==> src/rtl/fetch_unit_pkg.sv <==
// Shared types and constants for the instruction-fetch stage.
package fetch_unit_pkg;

    localparam int PC_W = 32;

    localparam logic [PC_W-1:0] NOP_WORD_DEF   = 32'h0000_0000;
    localparam logic [PC_W-1:0] PROG_BYTES_DEF = 32'd48;

    typedef enum logic [1:0] {
        ST_IDLE = 2'd0,
        ST_RUN  = 2'd1,
        ST_DONE = 2'd2
    } fetch_state_t;

    // Redirect targets are byte addresses; fetch is always word aligned.
    function automatic logic [PC_W-1:0] word_align(input logic [PC_W-1:0] addr);
        return {addr[PC_W-1:2], 2'b00};
    endfunction

endpackage

==> src/rtl/fetch_unit_if.sv <==
// Instruction-memory bus and IF/ID register outputs of the fetch stage.
interface fetch_unit_if;
    import fetch_unit_pkg::*;

    logic [PC_W-1:0] imem_addr;
    logic [PC_W-1:0] imem_instr;
    logic [PC_W-1:0] ifid_instr;
    logic [PC_W-1:0] ifid_pc4;
    logic            ifid_valid;

    modport master (
        output imem_addr,
        input  imem_instr,
        output ifid_instr,
        output ifid_pc4,
        output ifid_valid
    );

    modport slave (
        input  imem_addr,
        output imem_instr,
        input  ifid_instr,
        input  ifid_pc4,
        input  ifid_valid
    );

endinterface

==> src/rtl/fetch_unit_ifid.sv <==
// IF/ID pipeline register: bubble beats load; neither asserted means hold.
module ifid_reg
    import fetch_unit_pkg::*;
#(
    parameter logic [PC_W-1:0] NOP_WORD = NOP_WORD_DEF
) (
    input  logic            clk,
    input  logic            rst_n,
    input  logic            load,
    input  logic            bubble,
    input  logic [PC_W-1:0] d_instr,
    input  logic [PC_W-1:0] d_pc4,
    output logic [PC_W-1:0] q_instr,
    output logic [PC_W-1:0] q_pc4,
    output logic            q_valid
);

    always_ff @(posedge clk or negedge rst_n) begin
        if (!rst_n) begin
            q_instr <= NOP_WORD;
            q_pc4   <= '0;
            q_valid <= 1'b0;
        end else if (bubble) begin
            q_instr <= NOP_WORD;
            q_pc4   <= '0;
            q_valid <= 1'b0;
        end else if (load) begin
            q_instr <= d_instr;
            q_pc4   <= d_pc4;
            q_valid <= 1'b1;
        end
    end

endmodule

==> src/rtl/fetch_unit.sv <==
// Fetch stage: PC, next-PC selection and program start/done sequencing.
//   state   | meaning
//   IDLE    | waiting for start, pc at reset value, IF/ID bubbled
//   RUN     | fetching; redirects, stalls and end-of-image handled
//   DONE    | image exhausted, done=1, only start is honoured
module fetch_unit
    import fetch_unit_pkg::*;
#(
    parameter logic [PC_W-1:0] PC_RESET   = 32'h0000_0000,
    parameter logic [PC_W-1:0] PROG_BYTES = PROG_BYTES_DEF,
    parameter logic [PC_W-1:0] NOP_WORD   = NOP_WORD_DEF
) (
    input  logic            clk,
    input  logic            rst_n,
    input  logic            start,
    input  logic            stall,
    input  logic            branch_taken,
    input  logic [PC_W-1:0] branch_target,
    input  logic            jump,
    input  logic [PC_W-1:0] jump_target,
    output logic            done,
    fetch_unit_if.master    bus
);

    fetch_state_t    state;
    logic [PC_W-1:0] pc;
    logic [PC_W-1:0] pc4;
    logic            pc_end;
    logic            ifid_load;
    logic            ifid_bubble;
    logic [PC_W-1:0] q_instr;
    logic [PC_W-1:0] q_pc4;
    logic            q_valid;

    assign pc4           = pc + 32'd4;
    assign pc_end        = (pc >= PROG_BYTES);
    assign bus.imem_addr = pc;

    always_ff @(posedge clk or negedge rst_n) begin
        if (!rst_n) begin
            state <= ST_IDLE;
            pc    <= PC_RESET;
            done  <= 1'b0;
        end else begin
            case (state)
                ST_IDLE: begin
                    if (start) begin
                        pc    <= PC_RESET;
                        state <= ST_RUN;
                    end
                end
                ST_RUN: begin
                    if (jump) begin
                        pc <= word_align(jump_target);
                    end else if (branch_taken) begin
                        pc <= word_align(branch_target);
                    end else if (stall) begin
                        pc <= pc;
                    end else if (pc_end) begin
                        state <= ST_DONE;
                        done  <= 1'b1;
                    end else begin
                        pc <= pc4;
                    end
                end
                ST_DONE: begin
                    if (start) begin
                        pc    <= PC_RESET;
                        done  <= 1'b0;
                        state <= ST_RUN;
                    end
                end
                default: begin
                    state <= ST_IDLE;
                    pc    <= PC_RESET;
                    done  <= 1'b0;
                end
            endcase
        end
    end

    // IF/ID only loads or holds while running; every other case is a bubble.
    always_comb begin
        ifid_load   = 1'b0;
        ifid_bubble = 1'b1;
        if (state == ST_RUN && !jump && !branch_taken) begin
            if (stall) begin
                ifid_bubble = 1'b0;
            end else if (!pc_end) begin
                ifid_load   = 1'b1;
                ifid_bubble = 1'b0;
            end
        end
    end

    ifid_reg #(
        .NOP_WORD (NOP_WORD)
    ) u_ifid (
        .clk     (clk),
        .rst_n   (rst_n),
        .load    (ifid_load),
        .bubble  (ifid_bubble),
        .d_instr (bus.imem_instr),
        .d_pc4   (pc4),
        .q_instr (q_instr),
        .q_pc4   (q_pc4),
        .q_valid (q_valid)
    );

    assign bus.ifid_instr = q_instr;
    assign bus.ifid_pc4   = q_pc4;
    assign bus.ifid_valid = q_valid;

endmodule

==> src/flat_wrapper.sv <==
// flat-port wrapper written by rule: the top's interface ports become plain ports
module fetch_unit_flat import fetch_unit_pkg::*;
#(
    parameter logic [PC_W-1:0] PC_RESET   = 32'h0000_0000,
    parameter logic [PC_W-1:0] PROG_BYTES = PROG_BYTES_DEF,
    parameter logic [PC_W-1:0] NOP_WORD   = NOP_WORD_DEF
)
  (clk, rst_n, start, stall, branch_taken, branch_target, jump, jump_target, done, bus_imem_addr, bus_imem_instr, bus_ifid_instr, bus_ifid_pc4, bus_ifid_valid);
  fetch_unit_if bus_i ();
  input  logic clk;
  input  logic rst_n;
  input  logic start;
  input  logic stall;
  input  logic branch_taken;
  input  logic [PC_W-1:0] branch_target;
  input  logic jump;
  input  logic [PC_W-1:0] jump_target;
  output logic done;
  output wire logic [$bits(bus_i.imem_addr)-1:0] bus_imem_addr;
  input wire logic [$bits(bus_i.imem_instr)-1:0] bus_imem_instr;
  output wire logic [$bits(bus_i.ifid_instr)-1:0] bus_ifid_instr;
  output wire logic [$bits(bus_i.ifid_pc4)-1:0] bus_ifid_pc4;
  output wire logic [$bits(bus_i.ifid_valid)-1:0] bus_ifid_valid;
  assign bus_imem_addr = bus_i.imem_addr;
  assign bus_i.imem_instr = bus_imem_instr;
  assign bus_ifid_instr = bus_i.ifid_instr;
  assign bus_ifid_pc4 = bus_i.ifid_pc4;
  assign bus_ifid_valid = bus_i.ifid_valid;
  fetch_unit #(.PC_RESET(PC_RESET), .PROG_BYTES(PROG_BYTES), .NOP_WORD(NOP_WORD)) u_core (.clk(clk), .rst_n(rst_n), .start(start), .stall(stall), .branch_taken(branch_taken), .branch_target(branch_target), .jump(jump), .jump_target(jump_target), .done(done), .bus(bus_i));
endmodule
==> config.mk <==
export PLATFORM = sky130hd
export DESIGN_NAME = fetch_unit_flat
export DESIGN_NICKNAME = d
export VERILOG_FILES = /design/src/rtl/fetch_unit_pkg.sv /design/src/rtl/fetch_unit_if.sv /design/src/rtl/fetch_unit_ifid.sv /design/src/rtl/fetch_unit.sv /design/src/flat_wrapper.sv
export SDC_FILE = /design/constraint.sdc
export NUM_CORES = 1
export LEC_CHECK = 0
export BUFFER_PORTS_ARGS = -buffer_cell sky130_fd_sc_hd__clkbuf_2
export CORE_UTILIZATION = 53
export CTS_CLUSTER_SIZE = 28
export DETAILED_ROUTE_END_ITERATION = 16
export PLACE_DENSITY_LB_ADDON = 0.05
export SYNTH_ARGS = -nofsm -noshare
export SYNTH_HDL_FRONTEND = slang
export SYNTH_HIERARCHICAL = 1
export SYNTH_SLANG_ARGS = --single-unit
==> constraint.sdc <==
create_clock -name clk -period 4.2 [get_ports clk]
set_input_delay 0.84 -clock clk [delete_from_list [all_inputs] [get_ports clk]]
set_output_delay 0.84 -clock clk [all_outputs]
set_load 0.1 [all_outputs]
Word-level counts from Yosys, hierarchy flattened
Index checks and enable logic that the tools add are counted.
W data, S select, Z words.
{ "word_totals": {"reg_bits": 100, "output_inout_bits": 98, "in_bits": 102} }
{ "classes": {"add_sub_neg": 1, "n_eq_ne": 10, "reduce_logical": 10, "magnitude_cmp": 1, "n_mux": 30, "bitwise": 1} }
{ "op_table": {"columns": ["cell", "count"], "rows": [
  ["$mux W32", 9],
  ["$pmux W32 S2", 1],
  ["$add A32 B3 Y32 const B", 1],
  ["$ge A32 B6 Y1 const B", 1],
  ["$mux W1", 13],
  ["$mux W2", 5],
  ["$ne A2 B2 Y1 const B", 4],
  ["$ne A4 B4 Y1 const B", 2],
  ["$reduce_and A6 Y1", 1],
  ["$reduce_and A5 Y1", 1],
  ["$ne A2 B1 Y1 const B", 2],
  ["$pmux W2 S2", 1],
  ["$pmux W1 S3", 1],
  ["$reduce_and A3 Y1", 1],
  ["$eq A2 B1 Y1 const B", 1],
  ["$eq A2 B2 Y1 const B", 1],
  ["$logic_and A1 B1 Y1", 2],
  ["$logic_not A1 Y1", 2],
  ["$logic_not A2 Y1", 1],
  ["$reduce_bool A2 Y1", 1],
  ["$reduce_or A2 Y1", 1],
  ["$not A1 Y1", 1]
]} }

Depth between registers and ports, before layout
Gate-level depths: netlist of the first run.
{ "depth": {"word_depth": 6, "depth_mapped": 9} }

By module
Netlist of the first run, hierarchy kept.
{ "modules_own_cells": {"columns": ["mod", "instances", "cells_per_inst", "area_each_um2"], "rows": [
  ["ifid_reg", 1, 209, 2637.5],
  ["fetch_unit", 1, 292, 2457.4]
]} }

Worst setup path after synthesis of the first run
No wires, ideal clock.
{ "synth_path": {"kind": "register -> register", "from": "register u_core.pc[3] (netlist: u_core/bus.imem_addr[3])", "to": "register u_core.pc[28] (netlist: u_core/bus.imem_addr[28])", "slack_ns": 1.493, "t_arrival_ns": 2.586, "required_ns": 4.080, "path_stages_with_launch": 7, "path_cell_list": "dfrtp_1 -> ha_1 -> and4_1 -> nand3_1 -> or4_1 -> xnor2_1 -> o211a_1"} }
{ "synth_between": {"elab_chain_len": 6} }
{ "synth_lines": {"columns": ["element", "line", "text"], "rows": [
  ["start, declared", "fetch_unit.sv:26", "logic [PC_W-1:0] pc;"],
  ["start signal, assigned", "fetch_unit.sv:54", "pc <= word_align(jump_target);"],
  ["start signal, assigned", "fetch_unit.sv:56", "pc <= word_align(branch_target);"],
  ["start signal, assigned", "fetch_unit.sv:58", "pc <= pc;"],
  ["$add A32 B3 Y32", "fetch_unit.sv:35", "assign pc4 = pc + 32'd4;"],
  ["net u_core.pc4[28]", "fetch_unit.sv:27", "logic [PC_W-1:0] pc4;"],
  ["$mux W32", "fetch_unit.sv:59", "end else if (pc_end) begin"],
  ["$mux W32", "fetch_unit.sv:57", "end else if (stall) begin"],
  ["$mux W32", "fetch_unit.sv:55", "end else if (branch_taken) begin"],
  ["$mux W32", "fetch_unit.sv:53", "if (jump) begin"],
  ["$pmux W32 S2", "fetch_unit.sv:45", "case (state)"]
]} }
The timed path passes the listed nets, and every way through them passes these cells. The select of a mux whose other input is x is not followed.
A chain may end at the register's enable or synchronous reset.

Worst setup path in the final report of the first run
{ "layout_path": {"from": "register u_core.pc[27] (netlist: u_core/bus.imem_addr[27])", "to": "register u_core.u_ifid.q_pc4[26]"} }
{ "layout_between": {"elab_chain_len": 5} }
{ "layout_lines": {"columns": ["element", "line", "text"], "rows": [
  ["$ge A32 B6 Y1", "fetch_unit.sv:36", "assign pc_end = (pc >= PROG_BYTES);"],
  ["$mux W1", "fetch_unit.sv:89", "end else if (!pc_end) begin"],
  ["$mux W1", "fetch_unit.sv:87", "if (stall) begin"],
  ["$mux W1", "fetch_unit.sv:86", "if (state == ST_RUN && !jump && !branch_taken) begin"],
  ["net u_core.ifid_load", "fetch_unit.sv:29", "logic ifid_load;"],
  ["$reduce_bool A2 Y1 (no line)", null, null],
  ["end signal, assigned", "fetch_unit_ifid.sv:29", "q_pc4 <= d_pc4;"],
  ["end, declared", "fetch_unit_ifid.sv:14", "output logic [PC_W-1:0] q_pc4,"]
]} }
The timed path passes the listed nets, and every way through them passes these cells.

==> out/summary.txt, run 1 <==
Post-cts sizing count = 0
MaxCap Viol Count = 0
Max VDD drop = 658 uV
Worst skew pair latency = 0.36 ns
Most frequent cells in the layout = 192 x clkbuf_2, 98 x dfrtp_1, 80 x nor2_1
R2r startpoint = u_core/bus.imem_addr[27]
Storage cell area = 2450 um^2
Worst path bufs/invs = 1
Critical Path End Type = register
Yosys warning total = 6
Worst slack at placement = 0.976 ns
Sink Count = 98
Synthesized area = 5090 um^2
Post-Route WL = 13,600 um
Async SR Flop Fraction = 100%
Layout area overhead = 24.3%
Num rows = 35
Fraction of layout cells with a size suffix above 1 = 33.7%
Final worst slack = 1.10 ns
DP Area = 6120 um^2
Clock transition at path regs = 0.10 ns
Placer's final routability congestion estimate = 0.880
Overall Power = 3830 uW
Num CTS Buffers = 9
ANT nets after route = 0
CTS Buffer Depth = 2
Status = finished clean
Drt pass-1 iters = 4
Setup TNS = 0 ns
Die Width = 100 um
Met3 Wirelength = 974 um
Worst-Margin Slew = 0.950 ns
CTS Hold Bufs = 0
First DRT Iteration DRCs = 284
Final Hold Viols = 0
CTS tree = built
DIE AREA = 10,000 um^2
# diodes = 0
Port Buffer Count = 193
Max layer used = met4
Min Tclk post-route = 3.10 ns
First-pass GRT wire length = 21,600 um
Drt wl/cell = 16.7 um
CP top delay family = simple AND/OR/NAND/NOR gates
Clock Skew = 0.0105 ns
Total GRT Usage = 27.6%
Multi-input gate area = 2370 um^2
Yosys cell types = 56
Delay of the slowest cell on the worst path = 0.67 ns
Fill cell count = 806
Height of the die = 100 um
Core ar. = 9280 um^2
Post-Synthesis Cells = 501
Final worst-path cycle share = 73.8%
Startpoint types = register
I/O Pins = 200
Vias per Instance = 5.62
Hold crit path type = primary input to async pin
Pin count of the biggest net entering global routing = 66
Wire length on met2 = 6570 um
Most common flop cell mapped by yosys = dfrtp_1
R2r endpoint = u_core/u_ifid/q_pc4[26]
EDFF count, synth = 0
Initial Utilization = 54.9%
Root Driver = clkbuf_8
Commonest non-fill, non-tap cell in the layout = clkbuf_2
RSZ-0062 raised after global routing = false
Setup-failing EPs final = 0
Initial antenna violation count = 0
Pleak = 0.00297 uW
Post-CTS setup buffers = 0
P per Cell Area = 604 nW/um^2
Worst slew margin = 36.1%
Global route overflow = 0
Reg2reg setup slack = 1.10 ns
Worst path cell trace = nor4_1 -> nand4_1 -> nor3_1 -> and3b_4 -> buf_4 -> mux2i_1 -> nor2_1
Crit-path slowest cell = and3b_4
Post-synthesis sequential area ratio = 48.1%
Vias in the first global route = 4,339
Achievable Freq = 323 MHz
M1 wire length = 5870 um
Crit path required time = 4.43 ns
CP max FO = 25
Post-DP HPWL = 9960 um
Via count = 4,588
H-tree Lvls = 3
Slew Viols, Final = 0
Hold slack = 0.350 ns
Kind of critical path = register to register
Crit path from = u_core/bus.imem_addr[27]
Flip-flop and latch count after synthesis = 98
DRC violations left = 0
Nets = 787
Syn Area/Cell = 10.2 um^2
Post-route cell area = 6330 um^2
Critical Path AT = 3.33 ns
Worst R2R Path Depth = 7
metal layers:
metal | vias up | GRT usage (%)
met2 | 239 | 46.7
met1 | 2169 | 37.1
met5 | - | 0
li1 | 2165 | -
met3 | 15 | 3.83
met4 | 0 | 8.70
logic make-up (layout without fill, tap and decap cells):
kind of cell	count (synthesis)	count (layout)	share of synthesized area [%]
multiplexers	66	66	13.0
XOR/XNOR	24	24	4.13
adder cells (fa/ha/maj)	2	2	0.491
buffers and inverters	55	239	5.82
AND/OR/NAND/NOR	177	177	16.4
flip-flops	98	98	48.1
AO/OA/AOI/OAI	78	78	12.0
other	1	4	0.0736
worst max-delay path by stage:
stage                     cells after the start  slack, ns                   endpoint
after floorplan                               6       1.49   u_core/bus.imem_addr[28]
after global placement                        7       1.03    u_core/u_ifid/q_pc4[22]
after detailed placement                      7       0.98  u_core/u_ifid/q_instr[21]
after CTS                                     7       1.10    u_core/u_ifid/q_pc4[26]
after global routing                          7       0.83    u_core/u_ifid/q_pc4[26]
final                                         7       1.10    u_core/u_ifid/q_pc4[26]
sequential cells by signal, summed over array words and instances (netlist names):
signal / count
u_core/u_ifid/q_instr: 32
u_core/u_ifid/q_pc4: 32
u_core/done: 1
u_core/state: 2
u_core/bus.imem_addr: 30
u_core/u_ifid/q_valid: 1
power breakdown:
| group | internal [uW] | leakage, uW | total (uW) | switching [uW] |
|---|---|---|---|---|
| Combinational | 403 | 0.00154 | 1820 | 1420 |
| Sequential | 1070 | 0.00133 | 1360 | 285 |
| Clock | 299 | 0.000101 | 647 | 348 |
| Total | 1780 | 0.00297 | 3830 | 2050 |
cell type report:
class	count	share of cell area (%)
Timing Repair Buffer	203	16.7
Multi-Input combinational cell	351	37.5
Clock buffer	10	2.17
Clock inverter	6	1.17
Inverter	20	1.19
Sequential cell	98	38.7
Tap cell	129	2.55
cells in the mapped netlist, drive strengths merged (2+ instances only):
master / count / area, um^2
o21ai: 11 / 55.1
o22ai: 5 / 31.3
nor3: 7 / 35.0
o41ai: 4 / 57.6
or2: 4 / 25.0
or4: 3 / 22.5
o21bai: 2 / 15.0
nand2: 25 / 93.8
o311ai: 2 / 17.5
o211ai: 4 / 30.0
buf: 14 / 143
o31a: 4 / 35.0
o31ai: 2 / 20.0
ha: 2 / 25.0
a31oi: 2 / 12.5
nand4: 14 / 87.6
dfrtp: 98 / 2450
mux2i: 66 / 661
xor2: 6 / 52.6
a222oi: 13 / 130
or3: 3 / 18.8
and3: 5 / 31.3
clkbuf: 21 / 78.8
nand2b: 3 / 18.8
nand3: 12 / 60.1
and4: 2 / 17.5
and2: 3 / 18.8
nor4: 11 / 68.8
a21oi: 15 / 75.1
inv: 19 / 71.3
xnor2: 18 / 158
a221o: 3 / 30.0
nor2: 81 / 304
through the flow:
step	cells	util [%]
floorplan	504	-
global placement	801	65.9
detailed placement	801	65.9
CTS	817	68.2
global route	817	68.2
finish	817	68.2
Note: power is estimated with default switching activity, not from simulation.
==> inputs of run 2 (changes only) <==
Settings changed: CORE_UTILIZATION 53 to 44.
Clock period 4.2 ns to 2.8 ns, I/O delays scaled along.
==> out/summary.txt, run 2 (synthesis results as in run 1) <==
Hold crit path type = primary input to async pin
Commonest non-fill, non-tap cell in the layout = clkbuf_2
RSZ-0062 raised after global routing = false
Crit path required time = 3.03 ns (-1.40 ns)
Total GRT Usage = 24.8% (-2.8 points)
Post-cts sizing count = 0 (unchanged)
Drt wl/cell = 16.9 um (+1.6%)
Status = finished clean
Initial antenna violation count = 0 (unchanged)
Core ar. = 11,100 um^2 (+19%)
Startpoint types = register
Num CTS Buffers = 9 (unchanged)
Max VDD drop = 986 uV (+50%)
DP Area = 6310 um^2 (+3.0%)
Vias per Instance = 5.41 (-3.6%)
Critical Path End Type = register
Pleak = 0.00312 uW (+5.2%)
Comb power frac = 48.0% (+0.4 points)
I/O Pins = 200 (unchanged)
CTS Buffer Depth = 2 (unchanged)
P per Cell Area = 928 nW/um^2 (+54%)
First-pass GRT wire length = 22,500 um (+4.2%)
MaxCap Viol Count = 0 (unchanged)
Nets = 805 (+2.3%)
Pin count of the biggest net entering global routing = 61 (-7.6%)
Setup TNS = 0 ns (unchanged)
Clock power share = 20.2% (+3.3 points)
First DRT Iteration DRCs = 285 (+0.35%)
Post-route cell area = 6610 um^2 (+4.3%)
Via count = 4,581 (-0.15%)
Pint = 3050 uW (+72%)
Clock transition at path regs = 0.06 ns (-0.04 ns)
Sink Count = 98 (unchanged)
Placer's final routability congestion estimate = 0.896 (+1.9%)
Final worst-path cycle share = 95.1% (+21 points)
Switching Power = 3080 uW (+50%)
CP max FO = 13 (-48%)
Setup-failing EPs final = 0 (unchanged)
Initial Utilization = 46.0% (-8.9 points)
DIE AREA = 12,000 um^2 (+20%)
Overall Power = 6130 uW (+60%)
Worst skew pair latency = 0.34 ns (-0.02 ns)
Port Buffer Count = 193 (unchanged)
Min Tclk post-route = 2.66 ns (-0.437 ns)
Num rows = 38 (+8.6%)
DRC violations left = 0 (unchanged)
Height of the die = 110 um (+9.6%)
CTS Hold Bufs = 0 (unchanged)
Drt pass-1 iters = 7 (+3)
Final Hold Viols = 0 (unchanged)
Worst-Margin Slew = 1.04 ns (+0.0908 ns)
Root Driver = clkbuf_16
CTS tree = built
# diodes = 0 (unchanged)
Die Width = 110 um (+9.6%)
Most frequent cells in the layout = 192 x clkbuf_2, 98 x dfrtp_1, 80 x nor2_1
Global route overflow = 0 (unchanged)
Slew Viols, Final = 0 (unchanged)
Sw Ratio = 50.3% (-3.3 points)
Worst slew margin = 30.2% (-5.9 points)
Vias in the first global route = 4,325 (-0.32%)
Post-DP HPWL = 10,700 um (+7.7%)
H-tree Lvls = 3 (unchanged)
Clock Skew = 0.00610 ns (-0.00443 ns)
Critical Path AT = 2.89 ns (-0.44 ns)
Hold slack = 0.210 ns (-0.140 ns)
Layout area overhead = 29.6%
Kind of critical path = register to register
ANT nets after route = 0 (unchanged)
Post-CTS setup buffers = 0 (unchanged)
Fraction of layout cells with a size suffix above 1 = 35.0% (+1.3 points)
Post-Route WL = 14,300 um (+5.2%)
Achievable Freq = 376 MHz (+16%)
Sequential share of power = 31.8% (-3.7 points)
==> run 2: metal layers <==
metal | wire [um] | global-route usage [%] | share of wire, % | vias up
met1 | 6520 | 33.4 | 45 | 2189
met3 | 927 | 4.74 | 6.5 | 12
met4 | 153 | 8.67 | 1.1 | 0
li1 | - | - | - | 2199
met2 | 6730 | 40.0 | 47 | 181
met5 | 0 | 0 | 0 | -
==> run 2: power by group through the flow <==
stage	clock (uW)	sequential, uW	combinational [uW]
after floorplan	0	3270	886
after global placement	0	1960	2920
after detailed placement	0	1970	2940
after CTS	1270	1950	2950
after global routing	1330	1990	3090
final	1240	1950	2940
==> run 2: area by class of cell <==
| type | instances | area (um^2) |
|---|---|---|
| Timing Repair Buffer | 221 | 1230 |
| Inverter | 20 | 75.1 |
| Tap cell | 140 | 175 |
| Clock inverter | 2 | 35.0 |
| Clock buffer | 14 | 264 |
| Fill cell | 1009 | 4470 |
| Sequential cell | 98 | 2450 |
| Multi-Input combinational cell | 351 | 2370 |
==> run 2: final timing paths <==
check,startpoint,endpoint,slack [ns],cells past startpoint
min in group clk,branch_target[29],u_core/bus.imem_addr[29],0.43,3
max reg2reg,u_core/bus.imem_addr[15],u_core/bus.imem_addr[28],0.14,5
max,u_core/bus.imem_addr[15],u_core/bus.imem_addr[28],0.14,5
min reg2reg,u_core/done,u_core/done,0.49,2
max in group asynchronous,rst_n,u_core/bus.imem_addr[30],1.87,2
min,rst_n,u_core/u_ifid/q_instr[21],0.21,1
==> run 2: worst max-delay path, cell delays in order, from the launching register on <==
cell,delay (ns)
dfrtp_1,0.39
or4_1,0.53
or3_1,0.40
o31ai_2,0.84
nand3_1,0.15
o211a_1,0.24
==> run 2: metrics by stage <==
stage / utilization [%] / worst slack, ns / std cells
6_report: 59.6 / 0.137 / 846
5_1_grt: 59.6 / 0.00963 / 846
4_1_cts: 59.6 / 0.160 / 846
3_5_place_dp: 56.9 / 0.178 / 830
3_3_place_gp: 56.9 / 0.181 / 830
2_1_floorplan: - / 0.0932 / 504
==> inputs of run 3 (changes only) <==
Settings changed: PLACE_DENSITY set to 0.86, PLACE_DENSITY_LB_ADDON 0.05 to not set.
==> out/summary.txt, run 3 (synthesis results as in run 1) <==
First-pass GRT wire length = 23,400 um (+4.3%)
Clock Skew = 0.00859 ns (+0.00249 ns)
DP Area = 6290 um^2 (-0.20%)
Core ar. = 11,100 um^2 (unchanged)
Commonest non-fill, non-tap cell in the layout = clkbuf_2
Nets = 805 (unchanged)
Post-CTS setup buffers = 0 (unchanged)
Clock transition at path regs = 0.07 ns (about the same)
Worst path cell trace = nor4_1 -> nand4_1 -> nor3_1 -> and3b_4 -> buf_12 -> mux2i_1 -> nor2_1
Post-route cell area = 6580 um^2 (-0.38%)
CP max FO = 27 (+14)
Drt pass-1 iters = 6 (-1)
Via count = 4,786 (+4.5%)
Die Width = 110 um (unchanged)
RSZ-0062 raised after global routing = false
Global route overflow = 0 (unchanged)
Layout area overhead = 29.2%
Vias per Instance = 5.66 (+4.6%)
Most frequent cells in the layout = 192 x clkbuf_2, 98 x dfrtp_1, 80 x nor2_1
Worst slew margin = 53.5% (+23 points)
Critical Path AT = 2.75 ns (-0.14 ns)
Post-Route WL = 15,100 um (+5.1%)
First DRT Iteration DRCs = 343 (+20%)
Port Buffer Count = 193 (unchanged)
Delay of the slowest cell on the worst path = 0.46 ns (-0.38 ns)
# diodes = 0 (unchanged)
Kind of critical path = register to register
MaxCap Viol Count = 0 (unchanged)
Critical Path End Type = register
Height of the die = 110 um (unchanged)
Fill cell count = 965 (-4.4%)
CTS tree = built
H-tree Lvls = 3 (unchanged)
Crit-path slowest cell = dfrtp_1
DRC violations left = 0 (unchanged)
Worst-Margin Slew = 0.698 ns (-0.343 ns)
Sink Count = 98 (unchanged)
Worst skew pair latency = 0.35 ns (about the same)
Setup-failing EPs final = 0 (unchanged)
Crit path required time = 3.03 ns (about the same)
Num rows = 38 (unchanged)
Initial Utilization = 46.0% (unchanged)
P per Cell Area = 929 nW/um^2 (about the same)
Post-cts sizing count = 0 (unchanged)
Num CTS Buffers = 9 (unchanged)
Min Tclk post-route = 2.52 ns (-0.140 ns)
Pin count of the biggest net entering global routing = 53 (-13%)
Achievable Freq = 396 MHz (+5.6%)
Fraction of layout cells with a size suffix above 1 = 35.0% (+0.050 points)
Drt wl/cell = 17.8 um (+5.3%)
ANT nets after route = 0 (unchanged)
Root Driver = clkbuf_16
Initial antenna violation count = 0 (unchanged)
Status = finished clean
Slew Viols, Final = 0 (unchanged)
Startpoint types = register
Max VDD drop = 1050 uV (+6.2%)
Total GRT Usage = 26.3% (+1.5 points)
CTS Buffer Depth = 2 (unchanged)
I/O Pins = 200 (unchanged)
CTS Hold Bufs = 0 (unchanged)
Pleak = 0.00311 uW (-0.33%)
Final Hold Viols = 0 (unchanged)
Setup TNS = 0 ns (unchanged)
Vias in the first global route = 4,620 (+6.8%)
Hold crit path type = primary input to async pin
Placer's final routability congestion estimate = 0.944 (+5.3%)
Post-DP HPWL = 11,400 um (+6.5%)
Final worst-path cycle share = 90.1% (-5.0 points)
DIE AREA = 12,000 um^2 (unchanged)
run 3: cell types whose count changed in the layout (fill, tap and decap cells not counted), sizes merged:
| cell | delta |
|---|---|
| clkbuf | -2 |
| clkinv | +1 |
run 3: where the power goes:
part / internal (uW) / leakage (uW) / switching, uW / total (uW)
Sequential: 1610 / 0.00133 / 367 / 1980
Combinational: 675 / 0.00164 / 2230 / 2900
Clock: 710 / 0.000142 / 522 / 1230
Total: 3000 / 0.00311 / 3110 / 6110
run 3: layout make-up:
class	count	area [um^2]	area share, %
timing repair buffer	221	1220	18.5
multi-input combinational	351	2370	36.1
sequential	98	2450	37.3
tap	140	175	2.66
inverter	20	75.1	1.14
clock buffer	12	246	3.75
clock inverter	3	40.0	0.608
run 3: path summary, 6_finish.rpt:
kind,from,endpoint,slack (ns),cells after the start
max,u_core/bus.imem_addr[9],u_core/u_ifid/q_instr[5],0.28,7
min,rst_n,u_core/u_ifid/q_instr[25],0.26,1
min reg2reg,u_core/done,u_core/done,0.49,2
min in group clk,branch_target[27],u_core/bus.imem_addr[27],0.42,3
max reg2reg,u_core/bus.imem_addr[9],u_core/u_ifid/q_instr[5],0.28,7
max in group asynchronous,rst_n,u_core/u_ifid/q_instr[4],1.78,2
run 3: metal layers:
layer	vias to the layer above	GRT usage (%)	part of all wire, %
met5	-	0	0
met4	0	12.2	2.6
met3	26	8.18	9.2
met2	260	42.9	48
met1	2298	31.8	40
li1	2202	-	-
run 3: through the flow:
step | hold WS, ns | util, % | power, uW | cells | worst slack, ns
6_report | 0.257 | 59.4 | 6110 | 845 | 0.278
5_1_grt | 0.300 | 59.4 | 6380 | 845 | 0.0844
4_1_cts | 0.274 | 59.4 | 6120 | 845 | 0.331
3_5_place_dp | 0.482 | 56.8 | 4880 | 830 | 0.346
3_3_place_gp | 0.467 | 56.8 | 4810 | 830 | 0.381
2_1_floorplan | 0.264 | - | 4150 | 504 | 0.0932
run 3: critical path, delay by kind of cell (launching register included):
family | cells | cell delay (ns)
and+or+nand+nor | 5 | 1.43
buffers and inverters | 1 | 0.25
muxes | 1 | 0.22
DFF | 1 | 0.46
